**src/rtl/i2c_arbiter.sv**
```systemverilog
// Round-robin arbiter that shares one PMIC i2c_master between several register-access clients,
// with a busy watchdog and master reset on NACK or timeout.
module i2c_arbiter #(
   parameter int NUM_CLIENTS  = 2,
   parameter int TIMEOUT_BITS = 20,
   parameter int RST_CYCLES   = 4
) (
   input  logic                     clk,
   input  logic                     rst,
   input  logic [NUM_CLIENTS-1:0]   cl_req,
   input  logic [NUM_CLIENTS-1:0]   cl_rw,
   input  logic [8*NUM_CLIENTS-1:0] cl_subaddr,
   input  logic [8*NUM_CLIENTS-1:0] cl_wrdata,
   output logic [NUM_CLIENTS-1:0]   cl_ack,
   output logic                     cl_err,
   output logic [7:0]               cl_rddata,
   output logic                     m_rw,
   output logic [7:0]               m_subaddr,
   output logic [7:0]               m_wrdata,
   output logic                     m_req,
   output logic                     m_rst,
   input  logic                     m_busy,
   input  logic                     m_nack,
   input  logic [7:0]               m_rddata,
   output logic [2:0]               grant_id,
   output logic [2:0]               dbg_state
);

   localparam logic [2:0] IDLE    = 3'd0;
   localparam logic [2:0] ISSUE   = 3'd1;
   localparam logic [2:0] SETTLE  = 3'd2;
   localparam logic [2:0] WAIT    = 3'd3;
   localparam logic [2:0] DONE    = 3'd4;
   localparam logic [2:0] RECOVER = 3'd5;

   logic [2:0]              state;
   logic [2:0]              ptr;
   logic [2:0]              winner;
   logic                    found;
   logic [7:0]              elig8;
   logic [7:0]              rw8;
   logic [7:0]              sub_arr [8];
   logic [7:0]              wr_arr  [8];
   logic [NUM_CLIENTS-1:0]  ack_next;
   logic [TIMEOUT_BITS-1:0] wdog;
   logic [3:0]              rcnt;
   logic                    err;
   logic [7:0]              rdata;

   // cl_ack is a register, so a client still holding req during its ack cycle is not re-granted.
   assign elig8     = 8'(cl_req & ~cl_ack);
   assign rw8       = 8'(cl_rw);
   assign dbg_state = state;

   for (genvar g = 0; g < 8; g++) begin : g_unpack
      if (g < NUM_CLIENTS) begin : g_used
         assign sub_arr[g] = cl_subaddr[8*g +: 8];
         assign wr_arr[g]  = cl_wrdata[8*g +: 8];
      end else begin : g_unused
         assign sub_arr[g] = 8'h00;
         assign wr_arr[g]  = 8'h00;
      end
   end

   // Search upward from the client after the last winner, wrapping at NUM_CLIENTS.
   always_comb begin
      logic [3:0] k;
      k      = 4'd0;
      winner = ptr;
      found  = 1'b0;
      for (int i = 1; i <= NUM_CLIENTS; i++) begin
         k = {1'b0, ptr} + 4'(i);
         if (k >= 4'(NUM_CLIENTS)) k = k - 4'(NUM_CLIENTS);
         if (!found && elig8[k[2:0]]) begin
            found  = 1'b1;
            winner = k[2:0];
         end
      end
   end

   always_comb begin
      ack_next = '0;
      for (int i = 0; i < NUM_CLIENTS; i++) begin
         ack_next[i] = (grant_id == 3'(i));
      end
   end

   always_ff @(posedge clk or posedge rst) begin
      if (rst) begin
         state     <= IDLE;
         ptr       <= 3'(NUM_CLIENTS - 1);
         grant_id  <= 3'd0;
         m_rw      <= 1'b0;
         m_subaddr <= 8'h00;
         m_wrdata  <= 8'h00;
         m_req     <= 1'b0;
         m_rst     <= 1'b0;
         cl_ack    <= '0;
         cl_err    <= 1'b0;
         cl_rddata <= 8'h00;
         wdog      <= '0;
         rcnt      <= 4'd0;
         err       <= 1'b0;
         rdata     <= 8'h00;
      end else begin
         cl_ack <= '0;
         cl_err <= 1'b0;
         case (state)
            IDLE: begin
               if (found) begin
                  m_rw      <= rw8[winner];
                  m_subaddr <= sub_arr[winner];
                  m_wrdata  <= wr_arr[winner];
                  grant_id  <= winner;
                  ptr       <= winner;
                  m_req     <= 1'b1;
                  state     <= ISSUE;
               end
            end
            ISSUE: begin
               m_req <= 1'b0;
               wdog  <= '0;
               state <= SETTLE;
            end
            SETTLE: state <= WAIT;
            WAIT: begin
               wdog <= wdog + 1'b1;
               if (m_nack || (&wdog)) begin
                  err   <= 1'b1;
                  rdata <= 8'h00;
                  m_rst <= 1'b1;
                  rcnt  <= 4'(RST_CYCLES - 1);
                  state <= RECOVER;
               end else if (!m_busy) begin
                  err   <= 1'b0;
                  rdata <= m_rw ? m_rddata : 8'h00;
                  state <= DONE;
               end
            end
            RECOVER: begin
               if (rcnt == 4'd0) begin
                  m_rst <= 1'b0;
                  state <= DONE;
               end else begin
                  rcnt <= rcnt - 4'd1;
               end
            end
            DONE: begin
               cl_ack    <= ack_next;
               cl_err    <= err;
               cl_rddata <= rdata;
               state     <= IDLE;
            end
            default: state <= IDLE;
         endcase
      end
   end

endmodule
```
**config.mk**
```make
export PLATFORM = sky130hd
export DESIGN_NAME = i2c_arbiter
export DESIGN_NICKNAME = d
export VERILOG_FILES = /design/src/rtl/i2c_arbiter.sv
export SDC_FILE = /design/constraint.sdc
export NUM_CORES = 1
export LEC_CHECK = 0
export CAP_MARGIN = 20
export CORE_MARGIN = 2
export CORE_UTILIZATION = 52
export DETAILED_ROUTE_END_ITERATION = 12
export GPL_TIMING_DRIVEN = 0
export PLACE_DENSITY = 0.81
export SLEW_MARGIN = 10
export SYNTH_ARGS = -nofsm -noshare
export SYNTH_HDL_FRONTEND = slang
export SYNTH_SLANG_ARGS = --single-unit
```
**constraint.sdc**
```tcl
create_clock -name clk -period 3.3 [get_ports clk]
set_input_delay 0.495 -clock clk [delete_from_list [all_inputs] [get_ports clk]]
set_output_delay 0.495 -clock clk [all_outputs]
set_load 0.02 [all_outputs]
```
; ---- Yosys cells after proc, flatten, opt, wreduce, memory -nomap -nowiden
; Cells that the tools add are included.
[word_totals]
register_bits = 72
inputBits = 48
output_inout_bits = 36
wordCells = 97
[classes]
n_addsub = 6
magnitude_cmp = 6
n_eq_ne = 12
mux = 39
bitwise_logic = 3
n_reduce_logical = 16
[op_table]
columns = op, n
row1 = $mux W8, 7
row2 = $bmux W8 S3, 2
row3 = $pmux W20 S2, 1
row4 = $mux W3, 8
row5 = $add A20 B1 Y20 const B, 1
row6 = $reduce_and A20 Y1, 1
row7 = $pmux W3 S5, 1
row8 = $lt A3 B4 Y1 const B, 3
row9 = $mux W1, 11
row10 = $bmux W1 S3, 3
row11 = $reduce_and A3 Y1, 3
row12 = $and A2 B8 Y8, 1
row13 = $ge A4 B2 Y1 const B, 2
row14 = $mux W4, 2
row15 = $ne A2 B2 Y1 const B, 4
row16 = $not A2 Y8, 1
row17 = $pmux W4 S2, 1
row18 = $eq A3 B1 Y1 const B, 2
row19 = $eq A3 B2 Y1 const B, 2
row20 = $eq A3 B3 Y1 const B, 2
row21 = $logic_not A3 Y1, 2
row22 = $reduce_and A2 Y1, 3
row23 = $reduce_bool A2 Y1, 3
row24 = $sub A3 B2 Y3 const B, 2
row25 = 13 further kinds, 14

; ---- Logic depth before layout (Yosys ltp)
[logic_depth]
depth_word = 13
ltp_mapped = 12
depth_no_buf = 7

; ---- Worst setup path before layout
; OpenSTA, ideal clock, no wires.
[synth_timing]
path_type = flip-flop to flip-flop
startpoint = register ptr[0]
endpoint = register state[0], in the netlist dbg_state[0]
setup_ns = 0.131
t_arrival_ns = 2.795
t_required_ns = 3.169
slack_ns = 0.374
path_stages_with_launch = 13
path_buffers = 5
synth_period_minus_slack_ns = 2.926
cell_sequence = dfstp_2 -> buf_6 -> clkinv_1 -> clkbuf_1 -> buf_2 -> ha_1 -> or2_2 -> o2111a_1 -> buf_4 -> nand2_4 -> buf_6 -> a211oi_1 -> or3_1
[synth_between]
elab_chain_cells = 11
word_cells_on_any_way = 18
classes_between = 4 x add/sub / 2 x order compare / 1 x eq/ne / 8 x mux / 3 x reduce/logical
[synth_rtl]
columns = item, line
row1 = from (decl), 37  ; logic [2:0] ptr;
row2 = from (signal assigned), 91  ; ptr <= 3'(NUM_CLIENTS - 1);
row3 = from (signal assigned), 115  ; ptr <= winner;
row4 = $add A3 B1 Y4, 72  ; k = {1'b0, ptr} + 4'(i);
row5 = $ge A4 B2 Y1 / $sub A3 B2 Y3 (equally long branches), 73  ; if (k >= 4'(NUM_CLIENTS)) k = k - 4'(NUM_CLIENTS);
row6 = $mux W3, 73
row7 = $bmux W1 S3, 74  ; if (!found && elig8[k[2:0]]) begin
row8 = $mux W1 (implied by the code), 74
row9 = $mux W1, 74
row10 = $logic_not A1 Y1, 74
row11 = $logic_and A1 B1 Y1, 74
row12 = $mux W1 (*), 74
row13 = $ne A2 B2 Y1 (no line) (*), n/a
row14 = $reduce_and A3 Y1 (no line) (*), n/a
row15 = to (signal assigned), 90  ; state <= IDLE;
row16 = to (signal assigned), 117  ; state <= ISSUE;
row17 = to (signal assigned), 123  ; state <= SETTLE;
row18 = to (decl), 36  ; logic [2:0] state;
; Every way passes the cells marked *; elsewhere a longest branch is shown, timed or not. The select of a mux whose other input is x is not followed.
; A chain may end at the register's enable or synchronous reset.

; ---- Worst setup path in the final report
; Ends and elaborated chain as after synthesis.

==> metrics.csv <==
stage,metric,value,unit
outcome,result of the run,"finished, final reports clean",
clocking,Bufs on Longest Clock Path,2,
yosys,asr flop ratio synth,100.0,%
clocking,CTS tree,built,
sta,worst clock skew,0.007774,ns
layout,fill cell count,582,
route,DR iter-0 viols,238,
sta,Final setup viols,0,
route,drt total wl,10150,µm
clocking,TritonCTS buffer count,9,
yosys,top_reg_cell synth,dfrtp_1,
die,Die H,92.23,µm
critical_path,cell family with most CP delay,buffers and inverters,
critical_path,cells along the critical path,buf_6 -> clkinvlp_4 -> clkbuf_4 -> buf_2 -> ha_4 -> or2_2 -> o2111a_1 -> buf_4 -> nand2_4 -> buf_6 -> a211oi_1 -> or3_1,
yosys,sequential area share after synthesis,43.31,%
grt,first-pass GRT wire length,16970,µm
clocking,H-tree depth,3,
sta,Slew Limit Headroom,60.00,%
yosys,Unique masters post-synth,58,
yosys,synthesized area,4048,µm²
sta,Final Cycle Share,93.32,%
critical_path,flop2flop setup slack,0.22,ns
die,die width,92.23,µm
job,max-capacitance violation count,0,
critical_path,crit path max fanout,10,
yosys,mean post-synth cell area,9.220,µm²
die,row count,32,
grt,All-Layer GR Usage,25.18,%
critical_path,Crit path arrival time,3.32,ns
die,Top Ports,84,
critical_path,WP data required,3.54,ns
critical_path,CP startpoint kind,register,
critical_path,largest stage delay on the critical path,0.60,ns
yosys,syn_nets,496,
placed_design,HPWL Detailed,7174,µm
hold_path,Hold Crit Class,primary input to asynchronous set/reset pin,
layout,Area growth syn-to-layout,30.76,%
grt,vias in the first global route,3571,
sta,setup ws final,0.2205,ns
route,Post-DRT Antenna Nets,0,
die,core area,7647,µm²
critical_path,Crit Path Category,register to register,
route,Via density,5.695,
yosys,Mapped Cells,439,
placed_design,Placed Cells incl. Taps,625,
layout,multi-input logic area,2034,µm²
die,Die Footprint,8505,µm²
critical_path,R2R cell count,12,
critical_path,Crit path buffers/inverters,6,
layout,Reg area,1753,µm²
critical_path,critical path capture point type,register,
sta,post-layout min period,3.080,ns
clocking,clk_lat worst skew,0.36,ns
yosys,Yosys reg bits,70,
sta,Slew @ Worst Pin,0.5977,ns
route,via count,3662,
grt,grt total ovfl,0,
route,residual DRC count,0,
critical_path,worst r2r src,ptr[0]$_DFFE_PP1P_,
placed_design,Placer Congestion,0.8973,
placed_design,PortBufs,83,
yosys,synth warn,0,
pwr,pwr dens,512.6,nW/µm²
layout,share of layout cells above drive strength 1,12.38,%
critical_path,cell repeated most along the worst path,buf_6,
yosys,Post-synth EDFFs,0,
layout,post-route insts no fill,643,
sta,Fmax,324.7,MHz
route,wire length per cell,15.78,µm
clocking,Root Buffer Master,clkbuf_8,
clocking,Clock transition at path regs,0.09,ns
grt,largest net degree at the start of global routing,56,
sta,Slew Limit Fails,0,
route,drt pass-1 iters,5,
sta,Final Hold Fails,0,
sta,unrepaired setup endpoints after global routing,no,
pwr,Worst VDD drop,0.4098,mV
layout,NumNets Final,593,
critical_path,Slowest cell on crit path,dfstp_2,
critical_path,r2r endpoint,dbg_state[0]$_DFFE_PP0P_,
layout,diode count,0,
grt,initial antenna violation count,0,
clocking,Clock Sinks,70,
die,Initial Utilization,52.93,%
placed_design,pre-CTS setup slack,-0.01062,ns
pwr,leakage power,2.276,nW
==> layer usage <==
layer  vias to the layer above  part of all wire (%)  wire length (µm)  GRT usage, %
met5                         -                     0                 0             0
met4                         0                   1.6               166         8.458
met3                        17                   7.2               733         6.163
met2                       140                    47              4781         39.77
met1                      1738                    44              4466         34.14
li1                       1767                     -                 -             -
==> worst max-delay path by stage <==
| stage | start | endpoint | depth (start not counted) |
|---|---|---|---|
| 6_report | ptr[0]$_DFFE_PP1P_ | dbg_state[0]$_DFFE_PP0P_ | 12 |
| 5_1_grt | ptr[0]$_DFFE_PP1P_ | m_rw$_DFFE_PP0P_ | 12 |
| 4_1_cts | ptr[0]$_DFFE_PP1P_ | dbg_state[0]$_DFFE_PP0P_ | 12 |
| 3_5_place_dp | ptr[0]$_DFFE_PP1P_ | dbg_state[0]$_DFFE_PP0P_ | 12 |
| 3_3_place_gp | rst | wdog[13]$_DFFE_PP0P_ | 2 |
| 2_1_floorplan | ptr[0]$_DFFE_PP1P_ | dbg_state[0]$_DFFE_PP0P_ | 12 |
==> synth_stat cells, types with 2 or more instances <==
cell type | number | area share [%]
and2_1 | 3 | 0.46
ha_1 | 9 | 2.8
nand2_1 | 80 | 7.4
nand3_1 | 7 | 0.87
nand2b_1 | 5 | 0.77
and4_1 | 3 | 0.65
nor3b_1 | 2 | 0.37
a22o_1 | 8 | 1.7
clkbuf_1 | 13 | 1.2
nor2_1 | 14 | 1.3
mux2_2 | 9 | 2.5
o21ai_0 | 24 | 3.0
nand4_1 | 6 | 0.93
nor4b_1 | 2 | 0.43
a31oi_1 | 4 | 0.62
nor2b_1 | 3 | 0.46
and3b_1 | 2 | 0.43
xnor2_1 | 3 | 0.65
xor2_1 | 3 | 0.65
dfrtp_1 | 69 | 43
mux2i_1 | 17 | 4.2
o21a_1 | 2 | 0.37
or3_1 | 2 | 0.31
buf_2 | 7 | 0.87
o22ai_1 | 6 | 0.93
buf_6 | 4 | 1.1
nor3_1 | 3 | 0.37
or2_2 | 3 | 0.46
buf_4 | 6 | 1.1
a21oi_1 | 28 | 3.5
inv_1 | 29 | 2.7
a311oi_1 | 17 | 3.7
a211oi_1 | 19 | 3.5
and3_1 | 3 | 0.46
==> power by group <==
part	internal, mW	switching (mW)	total [mW]
clock	0.360	0.373	0.733
combinational	0.387	0.502	0.890
sequential	0.995	0.0957	1.09
total	1.74	0.972	2.71
==> kinds of logic (layout without fill, tap and decap cells) <==
logic type	after synthesis	after routing	synth area share (%)
AND/OR/NAND/NOR	145	145	17.84
adder cells (fa/ha/maj)	9	9	2.782
flip-flops	70	70	43.31
XOR/XNOR	6	6	1.299
multiplexers	26	26	6.708
AO/OA/AOI/OAI	123	123	20.99
buffers and inverters	60	162	7.078
==> cell usage in the layout (no fill, tap or decap), types with 4 or more instances in the layout <==
master,instances
a211oi_1,19
a21oi_1,28
a22o_1,8
a311oi_1,16
a31oi_1,4
buf_2,5
buf_4,9
buf_6,4
clkbuf_1,12
clkbuf_8,9
clkdlybuf4s50_1,83
dfrtp_1,69
ha_1,8
inv_1,28
inv_6,4
mux2_2,9
mux2i_1,17
nand2_1,80
nand2b_1,5
nand3_1,7
nand4_1,6
nor2_1,14
o21ai_0,24
o22ai_1,6
==> worst reg2reg max path: cells and delay by family (launching register included) <==
| family | cells | cell delay, ns |
|---|---|---|
| adders and majority gates | 1 | 0.26 |
| AOI/OAI and AO/OA | 2 | 0.22 |
| DFF | 1 | 0.60 |
| buffers and inverters | 6 | 1.10 |
| and+or+nand+nor | 3 | 0.78 |
==> timing repair <==
action,CTS,global route
setup buffers,0,2
setup endpoints to repair,3,19
gates resized for setup,1,9
hold buffers,0,0
==> metrics by stage <==
| stage | setup TNS, ns | instance area, µm² | util, % | hold slack, ns | power, mW |
|---|---|---|---|---|---|
| finish | 0 | 5293 | 69.21 | 0.3984 | 2.713 |
| global route | 0 | 5293 | 69.21 | 0.4085 | 2.857 |
| CTS | 0 | 5240 | 68.52 | 0.4033 | 2.713 |
| detailed placement | -0.01657 | 5036 | 65.85 | 0.4730 | 1.989 |
| global placement | -10.62 | 5006 | 65.46 | 0.4639 | 1.958 |
| floorplan | 0 | 4048 | - | 0.4464 | 1.633 |
==> sequential cells by signal (all words and copies together) (netlist names) <==
| register | flops |
|---|---|
| wdog | 20 |
| cl_rddata | 8 |
| m_subaddr | 8 |
| m_wrdata | 8 |
| rdata | 8 |
| rcnt | 4 |
| dbg_state | 3 |
| grant_id | 3 |
| cl_ack | 2 |
| cl_err | 1 |
| err | 1 |
| m_req | 1 |
| m_rst | 1 |
| m_rw | 1 |
| ptr | 1 |
==> cell type report <==
cell class / instances / area share, %
clock buffer: 9 / 2.340
inverter: 30 / 2.246
tap: 102 / 2.411
multi-input combinational: 309 / 38.44
timing repair buffer: 86 / 16.50
clock inverter: 7 / 1.489
buffer: 30 / 3.452
sequential: 70 / 33.12
No activity file was read; power rests on OpenSTA's default activity.
